<file path="src/rtl/axil_pkg.sv">
// Shared AXI-Lite types: response codes and the arbiter path FSM states.
package axil_pkg;

    typedef logic [1:0] resp_t;

    localparam resp_t RESP_OKAY   = 2'b00;
    localparam resp_t RESP_EXOKAY = 2'b01;
    localparam resp_t RESP_SLVERR = 2'b10;
    localparam resp_t RESP_DECERR = 2'b11;

    typedef enum logic [1:0] {WR_IDLE, WR_ADDR, WR_RESP} wr_state_t;
    typedef enum logic [1:0] {RD_IDLE, RD_ADDR, RD_DATA} rd_state_t;

endpackage

</file>
<file path="src/rtl/axil_rr_pick.sv">
// Combinational round-robin picker: first requester after 'last', with wrap.
module axil_rr_pick #(
    parameter int unsigned N  = 2,
    parameter int unsigned PW = $clog2(N)
) (
    input  logic [N-1:0]  req,
    input  logic [PW-1:0] last,
    output logic [PW-1:0] winner,
    output logic          any
);

    logic [PW-1:0] idx;

    // Scan from farthest to nearest so the nearest requester after 'last' wins.
    always_comb begin
        winner = '0;
        any    = |req;
        idx    = '0;
        for (int unsigned i = N; i >= 1; i--) begin
            idx = PW'((32'(last) + i) % N);
            if (req[idx]) winner = idx;
        end
    end

endmodule

</file>
<file path="src/rtl/axil_rr_arbiter.sv">
// Round-robin AXI-Lite arbiter: N masters onto one slave, independent
// write and read paths, one transaction in flight per path.
module axil_rr_arbiter
    import axil_pkg::*;
#(
    parameter int unsigned NUM_MASTERS    = 2,
    parameter int unsigned AXI_DATA_WIDTH = 32,
    parameter int unsigned AXI_ADDR_WIDTH = 32
) (
    input  logic                                   aclk,
    input  logic                                   areset,
    input  logic [NUM_MASTERS*AXI_ADDR_WIDTH-1:0]  m_awaddr,
    input  logic [NUM_MASTERS-1:0]                 m_awvalid,
    output logic [NUM_MASTERS-1:0]                 m_awready,
    input  logic [NUM_MASTERS*AXI_DATA_WIDTH-1:0]  m_wdata,
    input  logic [NUM_MASTERS*AXI_DATA_WIDTH/8-1:0] m_wstrb,
    input  logic [NUM_MASTERS-1:0]                 m_wvalid,
    output logic [NUM_MASTERS-1:0]                 m_wready,
    output logic [NUM_MASTERS*2-1:0]               m_bresp,
    output logic [NUM_MASTERS-1:0]                 m_bvalid,
    input  logic [NUM_MASTERS-1:0]                 m_bready,
    input  logic [NUM_MASTERS*AXI_ADDR_WIDTH-1:0]  m_araddr,
    input  logic [NUM_MASTERS-1:0]                 m_arvalid,
    output logic [NUM_MASTERS-1:0]                 m_arready,
    output logic [NUM_MASTERS*AXI_DATA_WIDTH-1:0]  m_rdata,
    output logic [NUM_MASTERS*2-1:0]               m_rresp,
    output logic [NUM_MASTERS-1:0]                 m_rvalid,
    input  logic [NUM_MASTERS-1:0]                 m_rready,
    output logic [AXI_ADDR_WIDTH-1:0]              s_awaddr,
    output logic                                   s_awvalid,
    input  logic                                   s_awready,
    output logic [AXI_DATA_WIDTH-1:0]              s_wdata,
    output logic [AXI_DATA_WIDTH/8-1:0]            s_wstrb,
    output logic                                   s_wvalid,
    input  logic                                   s_wready,
    input  logic [1:0]                             s_bresp,
    input  logic                                   s_bvalid,
    output logic                                   s_bready,
    output logic [AXI_ADDR_WIDTH-1:0]              s_araddr,
    output logic                                   s_arvalid,
    input  logic                                   s_arready,
    input  logic [AXI_DATA_WIDTH-1:0]              s_rdata,
    input  logic [1:0]                             s_rresp,
    input  logic                                   s_rvalid,
    output logic                                   s_rready
);

    localparam int unsigned PW = $clog2(NUM_MASTERS);
    localparam int unsigned SW = AXI_DATA_WIDTH / 8;

    wr_state_t     wr_state_q, wr_state_d;
    logic [PW-1:0] wr_grant_q, wr_grant_d, wr_last_q, wr_last_d, wr_winner;
    logic          aw_done_q, aw_done_d, w_done_q, w_done_d, wr_any;

    rd_state_t     rd_state_q, rd_state_d;
    logic [PW-1:0] rd_grant_q, rd_grant_d, rd_last_q, rd_last_d, rd_winner;
    logic          rd_any;

    axil_rr_pick #(.N(NUM_MASTERS), .PW(PW)) u_wr_pick (
        .req    (m_awvalid | m_wvalid),
        .last   (wr_last_q),
        .winner (wr_winner),
        .any    (wr_any)
    );

    axil_rr_pick #(.N(NUM_MASTERS), .PW(PW)) u_rd_pick (
        .req    (m_arvalid),
        .last   (rd_last_q),
        .winner (rd_winner),
        .any    (rd_any)
    );

    // State registers; pointers reset to the last lane so master 0 wins first.
    always_ff @(posedge aclk or posedge areset) begin
        if (areset) begin
            wr_state_q <= WR_IDLE;
            wr_grant_q <= '0;
            wr_last_q  <= PW'(NUM_MASTERS - 1);
            aw_done_q  <= 1'b0;
            w_done_q   <= 1'b0;
            rd_state_q <= RD_IDLE;
            rd_grant_q <= '0;
            rd_last_q  <= PW'(NUM_MASTERS - 1);
        end else begin
            wr_state_q <= wr_state_d;
            wr_grant_q <= wr_grant_d;
            wr_last_q  <= wr_last_d;
            aw_done_q  <= aw_done_d;
            w_done_q   <= w_done_d;
            rd_state_q <= rd_state_d;
            rd_grant_q <= rd_grant_d;
            rd_last_q  <= rd_last_d;
        end
    end

    // Write path: arbitrate, forward AW and W independently, then route B.
    always_comb begin
        wr_state_d = wr_state_q;
        wr_grant_d = wr_grant_q;
        wr_last_d  = wr_last_q;
        aw_done_d  = aw_done_q;
        w_done_d   = w_done_q;
        s_awaddr   = '0;
        s_awvalid  = 1'b0;
        s_wdata    = '0;
        s_wstrb    = '0;
        s_wvalid   = 1'b0;
        s_bready   = 1'b0;
        m_awready  = '0;
        m_wready   = '0;
        m_bresp    = '0;
        m_bvalid   = '0;
        case (wr_state_q)
            WR_IDLE: begin
                if (wr_any) begin
                    wr_grant_d = wr_winner;
                    wr_last_d  = wr_winner;
                    aw_done_d  = 1'b0;
                    w_done_d   = 1'b0;
                    wr_state_d = WR_ADDR;
                end
            end
            WR_ADDR: begin
                s_awaddr  = m_awaddr[wr_grant_q*AXI_ADDR_WIDTH +: AXI_ADDR_WIDTH];
                s_awvalid = m_awvalid[wr_grant_q] & ~aw_done_q;
                s_wdata   = m_wdata[wr_grant_q*AXI_DATA_WIDTH +: AXI_DATA_WIDTH];
                s_wstrb   = m_wstrb[wr_grant_q*SW +: SW];
                s_wvalid  = m_wvalid[wr_grant_q] & ~w_done_q;
                m_awready[wr_grant_q] = s_awready & ~aw_done_q;
                m_wready[wr_grant_q]  = s_wready & ~w_done_q;
                aw_done_d = aw_done_q | (m_awvalid[wr_grant_q] & s_awready);
                w_done_d  = w_done_q | (m_wvalid[wr_grant_q] & s_wready);
                // Include this cycle's handshakes so AW+W together cost one cycle.
                if (aw_done_d && w_done_d) wr_state_d = WR_RESP;
            end
            WR_RESP: begin
                m_bvalid[wr_grant_q]          = s_bvalid;
                m_bresp[wr_grant_q*2 +: 2]    = s_bresp;
                s_bready                      = m_bready[wr_grant_q];
                if (s_bvalid && m_bready[wr_grant_q]) wr_state_d = WR_IDLE;
            end
            default: wr_state_d = WR_IDLE;
        endcase
    end

    // Read path: arbitrate, forward AR, then route R back to the granted lane.
    always_comb begin
        rd_state_d = rd_state_q;
        rd_grant_d = rd_grant_q;
        rd_last_d  = rd_last_q;
        s_araddr   = '0;
        s_arvalid  = 1'b0;
        s_rready   = 1'b0;
        m_arready  = '0;
        m_rdata    = '0;
        m_rresp    = '0;
        m_rvalid   = '0;
        case (rd_state_q)
            RD_IDLE: begin
                if (rd_any) begin
                    rd_grant_d = rd_winner;
                    rd_last_d  = rd_winner;
                    rd_state_d = RD_ADDR;
                end
            end
            RD_ADDR: begin
                s_araddr  = m_araddr[rd_grant_q*AXI_ADDR_WIDTH +: AXI_ADDR_WIDTH];
                s_arvalid = m_arvalid[rd_grant_q];
                m_arready[rd_grant_q] = s_arready;
                if (m_arvalid[rd_grant_q] && s_arready) rd_state_d = RD_DATA;
            end
            RD_DATA: begin
                m_rvalid[rd_grant_q] = s_rvalid;
                m_rdata[rd_grant_q*AXI_DATA_WIDTH +: AXI_DATA_WIDTH] = s_rdata;
                m_rresp[rd_grant_q*2 +: 2] = s_rresp;
                s_rready = m_rready[rd_grant_q];
                if (s_rvalid && m_rready[rd_grant_q]) rd_state_d = RD_IDLE;
            end
            default: rd_state_d = RD_IDLE;
        endcase
    end

endmodule

</file>
<file path="config.mk">
export PLATFORM = sky130hd
export DESIGN_NAME = axil_rr_arbiter
export DESIGN_NICKNAME = d
export VERILOG_FILES = /design/src/rtl/axil_pkg.sv /design/src/rtl/axil_rr_pick.sv /design/src/rtl/axil_rr_arbiter.sv
export SDC_FILE = /design/constraint.sdc
export NUM_CORES = 1
export LEC_CHECK = 0
export BUFFER_PORTS_ARGS = -buffer_cell sky130_fd_sc_hd__buf_2
export CAP_MARGIN = 5
export CORE_AREA = 2 2 171 173
export CTS_BUF_LIST = sky130_fd_sc_hd__clkbuf_8 sky130_fd_sc_hd__clkbuf_16
export CTS_CLUSTER_SIZE = 20
export DETAILED_ROUTE_END_ITERATION = 6
export DIE_AREA = 0 0 173 175
export MAX_ROUTING_LAYER = met4
export PLACE_DENSITY = 0.38
export SLEW_MARGIN = 10
export SYNTH_ARGS = -nofsm -noshare
export SYNTH_HDL_FRONTEND = slang
export SYNTH_HIERARCHICAL = 1
export SYNTH_SLANG_ARGS = --single-unit
export TNS_END_PERCENT = 50
</file>
<file path="constraint.sdc">
create_clock -name aclk -period 1.5 [get_ports aclk]
set_clock_uncertainty 0.1 [all_clocks]
set_input_delay 0.375 -clock aclk [delete_from_list [all_inputs] [get_ports aclk]]
set_output_delay 0.375 -clock aclk [all_outputs]
set_load 0.01 [all_outputs]
</file>
* After elaboration in Yosys (flattened, before gate mapping)
Cells that the tools add are included.
** Cells by class
- Shifts and indexed selects :: 10
- Mux-type cells :: 54
- Bitwise logic cells :: 19
- Divide/modulo/power cells :: 0
- $lt $le $gt $ge :: 8
- Add/subtract/negate cells :: 7
- Reduce and logical (&&, ||, !) cells :: 16
- Equality and inequality tests :: 10
- Multiply operators :: 0
** Operators with widths (count)
- $shiftx A64 B7 Y32 :: 3
- $mux W32 :: 3
- $neg A2 Y34 :: 2
- $shift A2 B34 Y4 const A :: 2
- $shiftx A2 B34 Y4 :: 2
- $and A64 B64 Y64 :: 1
- $mux W64 :: 1
- $shift A32 B34 Y64 const A :: 1
- $shiftx A32 B34 Y64 :: 1
- $neg A6 Y34 :: 1
- $mux W1 :: 30
- $mux W2 :: 11
- $lt A1 B2 Y1 const B :: 6
- $mux W4 :: 3
- $pmux W2 S3 :: 2
- $and A2 B2 Y2 :: 5
- $ne A2 B2 Y1 const B :: 5
- $and A4 B4 Y4 :: 2
- $shiftx A8 B4 Y4 :: 1
- $and A1 B1 Y1 :: 6
- $logic_and A1 B1 Y1 :: 6
- $reduce_and A2 Y1 :: 3
- $reduce_and A3 Y1 :: 2
- $add A1 B1 Y1 const B :: 4
- 12 further kinds :: 21
** Storage, ports and cells
- ROM bits :: 0
- Memories kept :: 0
- Latch bits :: 0
- Register bits after elaboration :: 10
- Input port bits :: 253
- Word-level logic and storage cells :: 132
- RAM bits :: 0

* Depth between registers and ports, before layout
Gate-level depths: netlist (run 1).
- Depth after elaboration :: 7
- Gate-level depth with buffers :: 5
- Depth with buffers taken out :: 5

* Cells and area by module
The synthesis (run 1) kept the hierarchy.
** By module, submodules not included
- axil_rr_arbiter :: area each 2630.0 um^2, seq. area each 252.7 um^2, times used 1, cells an instance 379
- axil_rr_pick :: area each 13.8 um^2, seq. area each 0.0 um^2, times used 2, cells an instance 2

* Worst setup path before layout (run 1)
Ideal clock, no wire load.
- Kind :: register to output
- From :: register wr_state_q[1]
- To :: output port m_awready[0]
- Stages on the path, launching flop included :: 4
- Required time :: 1.025 ns
- Data arrival time :: 1.219 ns
- Buffers on the path :: 1
- Path slack :: -0.194 ns
- Cells stage by stage :: dfrtp_1 nand2b_1 clkbuf_1 nor4b_1
** Between the ends
- Word-level cells in the longest chain between the ends :: 2
** RTL lines
- from (decl) :: RTL line axil_rr_arbiter.sv:51 : wr_state_t wr_state_q, wr_state_d;
- from (signal assigned) :: RTL line axil_rr_arbiter.sv:85 : wr_state_q <= wr_state_d;
- $eq A2 B1 Y1 :: RTL line axil_rr_arbiter.sv:113 : case (wr_state_q)
- $mux W2 :: RTL line axil_rr_arbiter.sv:113
- to (decl) :: RTL line axil_rr_arbiter.sv:14 : output logic [NUM_MASTERS-1:0] m_awready,
No other way between the ends.

* Worst setup path in the final report (run 1)
- From :: register wr_grant_q
- To :: output port s_wdata[29]
** Between the ends
- Word-level cells in the longest chain between the ends :: 2
** RTL lines
- from (decl) :: RTL line axil_rr_arbiter.sv:52 : logic [PW-1:0] wr_grant_q, wr_grant_d, wr_last_q, wr_last_d, wr_winner;
- from (signal assigned) :: RTL line axil_rr_arbiter.sv:86 : wr_grant_q <= wr_grant_d;
- $shiftx A64 B7 Y32 :: RTL line axil_rr_arbiter.sv:126 : s_wdata = m_wdata[wr_grant_q*AXI_DATA_WIDTH +: AXI_DATA_WIDTH];
- $mux W32 :: RTL line axil_rr_arbiter.sv:113
- to (decl) :: RTL line axil_rr_arbiter.sv:32 : output logic [AXI_DATA_WIDTH-1:0] s_wdata,
No other way between the ends.

==> results of run 1 <==
## cells in the final DEF, fill, tap and decap left out, types with 3 or more instances in the layout
master,count
mux2i_1,85
nor2_2,9
buf_2,417
mux2_2,5
nor2_1,99
buf_4,28
and2_4,17
and2_1,55
nor2_4,4
inv_1,6
mux2i_2,12
buf_6,31
dfrtp_2,3
buf_12,11
nand2_1,4
mux2i_4,4
nor3_2,4
dfrtp_1,4
o21ai_0,3
clkbuf_16,5
nand2b_4,3
## registers in the layout, summed over array words and instances, names as in the netlist
signal / flops
w_done_q: 1
wr_state_q: 2
rd_last_q: 1
wr_last_q: 1
wr_grant_q: 1
aw_done_q: 1
rd_state_q: 2
rd_grant_q: 1
## per-layer routing
layer,vias up,track usage
met1,1891,0.107
li1,2184,-
met3,17,0.0172
met2,219,0.179
met5,-,-
met4,0,0.0166
## stage by stage
stage          hold WS, ns  TNS [ns]  cells  power [W]
2_1_floorplan        0.114     -8.76    383    0.00488
3_3_place_gp         0.329    -18.71   1214    0.00794
3_5_place_dp         0.330    -21.32   1214    0.00790
4_1_cts             0.0750    -67.07   1227    0.00918
5_1_grt             0.0849    -77.26   1231     0.0102
6_report            0.0339    -65.40   1231    0.00947
## path summary, 6_finish.rpt
kind	start	end	slack, ns	depth (start not counted)
min reg2reg	rd_last_q	rd_last_q	0.39	2
max in group asynchronous	areset	wr_grant_q	0.93	2
min	areset	wr_grant_q	0.03	2
max	wr_grant_q	s_wdata[29]	-0.46	5
min in group aclk	rd_last_q	rd_last_q	0.39	2
max reg2reg	rd_grant_q	rd_state_q[1]	-0.22	7
## repair_timing
item                       4_1_cts  5_1_grt
pin swaps                       17       10
setup endpoints to repair      192      193
cloned                           2        2
buffers inserted                 7        3
gates resized for setup         57       33
## power by group through the flow
stage | Combinational (W) | Clock (W) | Sequential, W
2_1_floorplan | 0.00438 | 0 | 0.000503
3_3_place_gp | 0.00738 | 0 | 0.000561
3_5_place_dp | 0.00733 | 0 | 0.000567
4_1_cts | 0.00803 | 0.000557 | 0.000590
5_1_grt | 0.00896 | 0.000571 | 0.000621
6_report | 0.00833 | 0.000539 | 0.000603
## cells by family (layout without fill, tap and decap cells)
logic type | after synthesis | count (layout) | share of synthesized area
buffers and inverters | 39 | 502 | 0.0725
DFF | 10 | 10 | 0.0951
and+or+nand+nor | 213 | 214 | 0.391
AOI/OAI and AO/OA | 13 | 13 | 0.0297
muxes | 108 | 108 | 0.411
## area by class of cell
cell class / instances / area [um^2] / area share
Clock buffer: 4 / 88.8 / 0.0140
Inverter: 7 / 26.3 / 0.00413
Multi-Input combinational cell: 335 / 2530 / 0.398
Sequential cell: 10 / 260 / 0.0409
Tap cell: 384 / 480 / 0.0756
Timing Repair Buffer: 491 / 2970 / 0.467
## worst max-delay path, cell delays in order, from the launching register on
cell and delay, ns:
dfrtp_4 0.48, buf_12 0.17, buf_16 0.16, mux2i_4 0.20
nor2_1 0.08, buf_2 0.13
==> flow_summary.ini, run 1 <==
[route]
highest_layer = met4
wl_um = 15700
wl_per_cell_um = 12.8
dr_wl_met3_um = 1110
vias_per_cell = 3.50
wl_met1_um = 6030
ant_nets = 0
first_pass_iters = 4
drc = 0
drtIter0Drc = 93
num_vias = 4311
route.met2.wl_um = 8320

[final_layout]
layout-drive-gt1-share = 0.680
nNetsFinal = 1101
synthToLayoutAreaGrowth_pct = 139
fin_area_mm2 = 0.00636
postLayoutCoreUtil = 0.224
diodes = 0
fill_cells = 3163

[clock_network]
numCtsBuffers = 3
holdBufCountCts = 0
tritoncts = done
clk_pin_slew_worst_paths_ns = 0.04
cts_root_buffer = clkbuf_16
cts_max_path_buffers = 2
h-tree-depth = 1
clock_latency_ns = 0.24
cts.sinks = 10

[floorplan]
die_y_um = 175
die_area_mm2 = 0.0303
ioPinCount = 440
start_util = 0.0936
placementRows = 62
die_w_um = 173
core_mm2 = 0.0284

[global_routing]
antenna_found_initial = 0
grt_max_degree = 54
grt_overflow = 0
grt_pass1_wl_um = 23100
grt_use_total = 0.0960
grt_pass1_vias = 4292

[run_status]
status = finished with violations
violations = negative setup slack

[timing]
finalWorstSetupSlack_ns = -0.460
setup_violations = 192
period_minus_slack_ns = 1.96
rsz0062_at_grt = true
max_freq_ghz = 0.510
final_max_slew_viol_count = 0
worst_pin_slew_ns = 0.441
finalCritPeriodShare = 1.31
max_slew_margin = 0.706
hold_viol_final = 0

[power_and_ir_drop]
power.switching_w = 0.00442
p_clk_frac = 0.057
internal-power_w = 0.00505
seq_power_share = 0.064
ir_worst_vdd_uv = 597
p_leak_nw = 3.62
power_density_mw_per_mm2 = 1490
swShare = 0.467
p_comb_frac = 0.879

[synthesis]
synth_top_area_frac = 0.380
synth_top_area_cell = mux2i_1
synth_seq_cells = 10
yosys-top-cells-area = mux2i_1 38%, and2_1 17%, nor2_1 16%
synthTopCellsByCount = 110 x nor2_1, 101 x mux2i_1, 72 x and2_1, 16 x buf_2, 8 x dfrtp_1
synth_edf_count = 0
synthArstFlopShare = 1.00
seq_area_frac_synth = 0.0951
synth_most_common_cell = nor2_1
synth_cell_types = 30
netlist_area_mm2 = 0.00266
syn_area_per_cell_um2 = 6.94
synth_nets = 636
yosys_warnings = 6
synth_cells = 383
yosys_most_used_dff = dfrtp_1

[placement]
portBuffers = 439
pre_cts_slack_ns = -0.327
routabilityCongestion = 0.787
place_area_mm2 = 0.00571
hpwlAfterDp_um = 13200

[worst_setup_path]
cp.required_ns = 1.02
arrival_ns = 1.49
worstSetupEndpointType = primary output
crit_fanout = 17
start_kind = flip-flop
critPathKind = flip-flop to primary output

[worst_hold_path]
hold_path_class = input port to asynchronous set/reset pin

[run]
cap_viol_max_count = 0
(Power assumes the default switching activity.)
==> run 2: changes to the inputs <==
PLACE_DENSITY = 0.37   (was 0.38)
clock period = 2 ns   (was 1.5 ns; I/O delays follow)
==> run 2 against run 1 <==
Compared with the run above: the run still ends with negative setup slack left; critical path depth did not move; combinational power down 32%; register-to-register slack improved by 0.63 ns; largest cell class unchanged.
==> flow_summary.ini, run 2 (synthesis results as in run 1) <==
[final_layout]
layout-drive-gt1-share = 0.635
layout.cells.most_common = buf_2
reg_top3 = rd_state_q: 2 flops, wr_state_q: 2 flops
fill_cells = 3263
final_cell_mix = 425 x buf_2, 106 x nor2_1, 94 x mux2i_1, 59 x and2_1, 25 x buf_6
synthToLayoutAreaGrowth_pct = 126
diodes = 0
nNetsFinal = 1087

[timing]
hold_viol_final = 0
final_max_slew_viol_count = 0
rsz0062_at_grt = true
period_minus_slack_ns = 2.07
worst_pin_slew_ns = 0.468
finalCritPeriodShare = 1.04
max_freq_ghz = 0.483
finalWorstSetupSlack_ns = -0.0717
max_slew_margin = 0.688
setup_violations = 104

[power_and_ir_drop]
p_leak_nw = 3.52
power_density_mw_per_mm2 = 1090
ir_worst_vdd_uv = 346
p_total_w = 0.00652

[worst_setup_path]
path_cells = buf_12, buf_12, mux2i_2, nor2_1, buf_2
cpPeakStageDelay_ns = 0.53
start_kind = flip-flop
cp.required_ns = 1.40
slowest_stage = dfrtp_4
critPathKind = flip-flop to primary output
worstSetupEndpointType = primary output
cp_common_cell = buf_12
arrival_ns = 1.47
crit_fanout = 10

[run]
cap_viol_max_count = 0

[floorplan]
die_y_um = 175
core_mm2 = 0.0284
die_area_mm2 = 0.0303
placementRows = 62
ioPinCount = 440
start_util = 0.0936
die_w_um = 173

[clock_network]
tritoncts = done
cts_max_path_buffers = 2
numCtsBuffers = 3
clock_latency_ns = 0.24
clk_pin_slew_worst_paths_ns = 0.04
cts.sinks = 10
cts_root_buffer = clkbuf_16
h-tree-depth = 1

[route]
wl_per_cell_um = 13.1
num_vias = 4217
first_pass_iters = 4
vias_per_cell = 3.47
drtIter0Drc = 103
ant_nets = 0
drc = 0
wl_um = 16000

[global_routing]
grt_use_total = 0.0985
grt_max_degree = 38
antenna_found_initial = 0
grt_pass1_wl_um = 23300
grt_pass1_vias = 4053
grt_overflow = 0

[run_status]
status = finished with violations
violations = negative setup slack

[placement]
routabilityCongestion = 0.815
hpwlAfterDp_um = 13200
pre_cts_slack_ns = 0.00944
portBuffers = 439

[worst_hold_path]
hold_path_class = input port to asynchronous set/reset pin
-- run 2: layout make-up --
type                       instances  area [um^2]  share of cell area
multi-input combinational        334         2350               0.392
timing repair buffer             478         2790               0.465
tap                              384          480              0.0801
inverter                           7         28.8             0.00479
clock buffer                       4         88.8              0.0148
sequential                        10          259              0.0432
-- run 2: what timing repair did --
| action | 4_1_cts | 5_1_grt |
|---|---|---|
| resized for setup | 26 | 50 |
| endpoints found under the setup margin | 158 | 169 |
| hold buffers | 0 | 0 |
| pin swaps | 6 | 12 |
| setup buffers | 14 | 3 |
| gates cloned | 3 | 2 |
-- run 2: layer usage --
metal | part of all wire | track usage | up-vias
met5 | 0 | - | -
met4 | 0.0038 | 0.00918 | 0
met3 | 0.055 | 0.0174 | 6
met2 | 0.52 | 0.176 | 161
met1 | 0.42 | 0.120 | 1888
li1 | - | - | 2162
-- run 2: stage by stage --
stage | setup TNS (ns) | hold slack (ns) | util | cells | instance area [um^2]
floorplan | 0 | 0.239 | - | 383 | 2660
global placement | -0.0576 | 0.385 | 0.191 | 1193 | 5420
detailed placement | 0 | 0.392 | 0.191 | 1193 | 5420
CTS | -6.42 | 0.206 | 0.204 | 1214 | 5810
global route | -12.89 | 0.231 | 0.211 | 1217 | 6000
finish | -2.84 | 0.169 | 0.211 | 1217 | 6000
-- run 2: final timing paths --
| kind | to | slack, ns | startpoint | depth (start not counted) |
|---|---|---|---|---|
| setup / recovery | s_awaddr[17] | -0.07 | wr_grant_q | 5 |
| hold / removal | wr_state_q[1] | 0.17 | areset | 2 |
| setup reg to reg | rd_state_q[1] | 0.41 | rd_grant_q | 4 |
| hold reg to reg | rd_last_q | 0.39 | rd_last_q | 2 |
| max in group asynchronous | wr_grant_q | 1.27 | areset | 2 |
| min in group aclk | rd_last_q | 0.39 | rd_last_q | 2 |
-- run 2: critical path, delay by kind of cell (launching register included) --
family / cells / cell delay, ns
simple gates: 1 / 0.05
mux: 1 / 0.19
flops: 1 / 0.53
buf+inv: 3 / 0.44
-- run 2: report_power, final --
part | internal [W] | switching, W | total [W]
Clock | 0.000302 | 0.000103 | 0.000405
Combinational | 0.00278 | 0.00288 | 0.00566
Sequential | 0.000319 | 0.000137 | 0.000457
Total | 0.00340 | 0.00312 | 0.00652
